==> src/rtl/adder_pipe.sv <==
// Pipelined ripple adder: stage k adds operand chunk k, one result per cycle, STAGES-cycle latency.
// Optional signed-overflow output ovf is compiled in with `define ADDER_PIPE_OVF_EN.
module adder_pipe #(
  parameter int WIDTH  = 16,
  parameter int STAGES = 4
) (
  input  logic             clk,
  input  logic             rst,
  input  logic             in_valid,
  output logic             in_ready,
  input  logic [WIDTH-1:0] x,
  input  logic [WIDTH-1:0] y,
  input  logic             cin,
  output logic             out_valid,
  input  logic             out_ready,
  output logic [WIDTH-1:0] sum,
  output logic             carry
`ifdef ADDER_PIPE_OVF_EN
  ,
  output logic             ovf
`endif
);

  localparam int CW   = WIDTH / STAGES;
  localparam int LAST = STAGES - 1;

  // Handshake: a transfer happens on a clock edge where in_valid && in_ready
  // (input side) or out_valid && out_ready (output side). The whole pipe moves
  // as one shift register, so it advances whenever the last slot is empty or
  // being consumed; in_ready is that same advance term.
  logic advance;
  assign advance  = !out_valid || out_ready;
  assign in_ready = advance;

  for (genvar k = 0; k < STAGES; k++) begin : g_stage
    // Operands narrow by one chunk per stage; the sum widens by one chunk.
    localparam int OW = WIDTH - k * CW;

    logic [OW-1:0]         xp;
    logic [OW-1:0]         yp;
    logic                  cp;
    logic                  vp;
    logic [CW:0]           chunk;
    logic [(k+1)*CW-1:0]   s_next;
    logic [(k+1)*CW-1:0]   s_q;
    logic                  c_q;
    logic                  v_q;

    assign chunk = {1'b0, xp[CW-1:0]} + {1'b0, yp[CW-1:0]} + {{CW{1'b0}}, cp};

    if (k == 0) begin : g_head
      assign xp     = x;
      assign yp     = y;
      assign cp     = cin;
      assign vp     = in_valid;
      assign s_next = chunk[CW-1:0];
    end else begin : g_link
      assign xp     = g_stage[k-1].g_fwd.x_q;
      assign yp     = g_stage[k-1].g_fwd.y_q;
      assign cp     = g_stage[k-1].c_q;
      assign vp     = g_stage[k-1].v_q;
      assign s_next = {chunk[CW-1:0], g_stage[k-1].s_q};
    end

    always_ff @(posedge clk or posedge rst) begin
      if (rst) begin
        v_q <= 1'b0;
        c_q <= 1'b0;
        s_q <= '0;
      end else if (advance) begin
        v_q <= vp;
        c_q <= chunk[CW];
        s_q <= s_next;
      end
    end

    // Upper operand chunks still waiting for their stage.
    if (k < LAST) begin : g_fwd
      logic [OW-CW-1:0] x_q;
      logic [OW-CW-1:0] y_q;

      always_ff @(posedge clk or posedge rst) begin
        if (rst) begin
          x_q <= '0;
          y_q <= '0;
        end else if (advance) begin
          x_q <= xp[OW-1:CW];
          y_q <= yp[OW-1:CW];
        end
      end
    end
  end

  assign out_valid = g_stage[LAST].v_q;
  assign sum       = g_stage[LAST].s_q;
  assign carry     = g_stage[LAST].c_q;

`ifdef ADDER_PIPE_OVF_EN
  // Carry into the MSB is recovered from the MSB sum bit and its two operand bits.
  logic ovf_next;
  logic ovf_q;

  assign ovf_next = (g_stage[LAST].xp[CW-1] ^ g_stage[LAST].yp[CW-1] ^ g_stage[LAST].chunk[CW-1])
                    ^ g_stage[LAST].chunk[CW];

  always_ff @(posedge clk or posedge rst) begin
    if (rst) begin
      ovf_q <= 1'b0;
    end else if (advance) begin
      ovf_q <= ovf_next;
    end
  end

  assign ovf = ovf_q;
`endif

endmodule

==> config.mk <==
export PLATFORM = sky130hd
export DESIGN_NAME = adder_pipe
export DESIGN_NICKNAME = d
export VERILOG_FILES = /design/src/rtl/adder_pipe.sv
export SDC_FILE = /design/constraint.sdc
export NUM_CORES = 1
export LEC_CHECK = 0
export CORE_ASPECT_RATIO = 1.2
export CORE_MARGIN = 2
export CORE_UTILIZATION = 31
export DETAILED_ROUTE_END_ITERATION = 6
export REMOVE_ABC_BUFFERS = 1
export SKIP_LAST_GASP = 1
export SLEW_MARGIN = 20
export SYNTH_ARGS = -nofsm -noshare
export SYNTH_HDL_FRONTEND = slang
export SYNTH_SLANG_ARGS = --single-unit
==> constraint.sdc <==
create_clock -name clk -period 4.1 [get_ports clk]
set_input_delay 0.615 -clock clk [delete_from_list [all_inputs] [get_ports clk]]
set_output_delay 0.615 -clock clk [all_outputs]
set_load 0.005 [all_outputs]
==> results.toml <==
[clocking]
cts_buffers = 9
cts_tree = "built"
cts_hold_buf = 0
root_buffer = "clkbuf_16"
clkLatencyLatePin_ps = 330
htreeDepth = 3
clk_pin_slew_worst_paths_ps = 60
cts_resized = 0
clockBufferDepth = 2
clock_sinks = 96
postCtsSetupRepairBufs = 0

[min_path]
min_from = "g_stage[2].v_q"
hp-class = "register to register"

[outcome]
status = "finished, final reports clean"

[synth]
synth_top_family_by_area = "simple AND/OR/NAND/NOR gates"
yosys.area_share.adder_pct = 7.513
avgSynthCellArea_um2 = 9.240
synthTopCellsByArea = "dfrtp_1 58%, nand2_1 21%, fa_1 3.9%, ha_1 3.6%, o21ai_1 1.5%"
netlist_instances = 447
ys_types = 23
synth.most_common_cell = "nand2_1"
ys_warn_count = 0
synthSimpleGateAreaFrac_pct = 23.57
synth-seq-cells = 96
yosys.area.top_type = "dfrtp_1"
yosys-top-cells-count = "236 x nand2_1, 96 x dfrtp_1, 14 x inv_1"
synth_compound_area_share_pct = 5.211
syn_area_um2 = 4130
ys_seq_area_share_pct = 58.16
synthMuxAreaShare_pct = 0
synth-xor-area-share_pct = 1.060
ys_dominant_reg_cell = "dfrtp_1"
synth_edf_count = 0
yosysTopAreaCellShare_pct = 58.16
synth-async-reset-ratio_pct = 100.0

[route]
ant_nets = 0
wl_met1_um = 3340
routed-wl-met2_um = 3464
via_count = 2824
top_layer = "met4"
drt_pass1_iterations = 4
wl_met3_um = 304
drt-total-wl_um = 7207
viasPerCell = 4.247
routedWlPerCell_um = 10.84
drcViolationCount = 0
detailedRoute.firstIterationViolations = 129

[place]
place.gp.congestion = 0.7176
port_buffers = 55
dp_hpwl_um = 4596

[power_and_ir_drop]
p_leak_nw = 2.551
p_total_mw = 3.555
ir_drop_uv = 247.0
power_density_nw_per_um2 = 702.5

[setup_path]
crit_type = "input port to output pin"
slowest_delay_ps = 500
worstSetupStartpoint = "out_ready"
critPathTopFamily = "buffers and inverters"
cp_num_buf_inv = 3
path_cells = "clkdlybuf4s50_1 -> nor2b_4 -> clkinv_2 -> clkdlybuf4s50_1"
crit_slowest_cell = "clkdlybuf4s50_1"
crit_path_frequent_cell = "clkdlybuf4s50_1"
crit_fanout = 2
critPathRequiredTime_ps = 3480
rr_startpoint = "g_stage[1].c_q"
end_kind = "output pin"
critPathLaunchType = "input port"
cp_data_arrival_time_ps = 1700

[timing]
setup_viol = 0
slew_viol_final = 0
worst_pin_slew_ps = 1038
finalCritPeriodShare_pct = 56.42
rsz0062_at_grt = "no"
clock_skew_ps = 4.049
hold_viol = 0
fin_crit_ps = 2313
fin_setup_tns_ps = 0
fmax_mhz = 432.3
relSlewSlack_pct = 30.79

[floorplanning]
rows = 46
pin_count = 56
core_area_um2 = 13120
start_util_pct = 31.47
fp.dieH_um = 130.4
die_width_um = 109.4
die_area_um2 = 14270

[job]
maxCapViolations = 0

[global_routing]
antenna_found_initial = 0
grt_pass1_vias = 2912
groute.usage.overall_pct = 11.54
grt_max_degree = 102
grt_overflow = 0
grt_pass1_wl_um = 13090

[cells_and_area]
finalNetCount = 552
drive_gt1_share_pct = 4.829
fill_cells = 1376
n_antenna_cell = 0
synthToLayoutAreaGrowth_pct = 22.51
## layer usage
metal  global-route usage [%]  vias to the layer above
li1                         -                     1460
met1                    13.74                     1319
met2                    19.97                       38
met3                    3.224                        7
met4                    4.021                        0
met5                        0                        -
## per-stage QoR
step	util (%)	area, um2	hold WS [ps]	std cells	setup WS (ps)
final	38.56	5060	459.2	665	1787
after global routing	38.56	5060	477.2	665	1725
after CTS	38.54	5057	461.1	665	1772
after detailed placement	36.55	4796	447.7	652	1661
after global placement	36.55	4796	442.5	652	1682
after floorplan	-	4001	430.0	426	-1758
## state kept, by name, summed over array words and instances, names as in the netlist
register and cells:
g_stage.c_q 3, g_stage.v_q 3, sum 16, g_stage.s_q 24, g_stage.g_fwd.y_q 24, g_stage.g_fwd.x_q 24
carry 1, out_valid 1
## cell usage in the layout (no fill, tap or decap)
cell / netlist / layout
nor2b_1: 5 / 4
clkbuf_1: 7 / 1
inv_1: 14 / 13
nor2_1: 12 / 12
nor3_1: 1 / 1
o21ai_0: 3 / 3
dfrtp_1: 96 / 96
xnor2_1: 1 / 1
xor2_1: 4 / 4
o21a_1: 2 / 2
a21o_1: 4 / 4
clkinv_2: 0 / 2
o31ai_1: 1 / 1
clkbuf_16: 0 / 9
buf_4: 8 / 3
nand2_1: 236 / 236
nand2b_1: 1 / 1
inv_6: 0 / 1
fa_1: 8 / 8
a21oi_2: 6 / 6
nor2b_4: 0 / 1
o21ai_1: 12 / 12
ha_1: 12 / 12
clkbuf_8: 0 / 2
clkdlybuf4s50_1: 0 / 55
a21oi_1: 7 / 7
## final timing paths
kind	end	slack (ps)	cells after the start
worst max-delay path	in_ready	1790	4
worst min-delay path	g_stage[2].v_q	460	2
worst max register to register	g_stage[2].c_q	2150	5
worst min register to register	g_stage[2].v_q	460	2
max in group asynchronous	g_stage[0].g_fwd.y_q[7]	2600	3
min in group asynchronous	sum[0]	780	2
## logic make-up (layout without fill, tap and decap cells)
group / count (synthesis) / count (layout)
AO/OA/AOI/OAI: 35 / 35
AND/OR/NAND/NOR: 255 / 255
XOR/XNOR: 5 / 5
adder cells (fa/ha/maj): 20 / 20
flip-flops: 96 / 96
buffers and inverters: 36 / 86
## worst reg2reg max path, stage by stage, from the launching register on
cell	delay [ps]
dfrtp_1	430
fa_1	480
fa_1	430
a21o_1	200
a21oi_1	200
a21oi_2	70
## power breakdown
part	total [mW]	internal, mW	switching, mW
Combinational	1.22	0.589	0.634
Sequential	1.58	1.36	0.220
Clock	0.751	0.433	0.318
Total	3.55	2.38	1.17
## final cells by class
cell class | instances | area, um2 | area share, %
tap | 168 | 210.2 | 4.154
timing repair buffer | 58 | 573.1 | 11.33
multi-input combinational | 315 | 1550 | 30.64
sequential | 96 | 2402 | 47.48
inverter | 15 | 62.56 | 1.236
clock inverter | 1 | 5.005 | 0.09891
clock buffer | 12 | 256.5 | 5.069
Power figures use the tool's default switching activity.
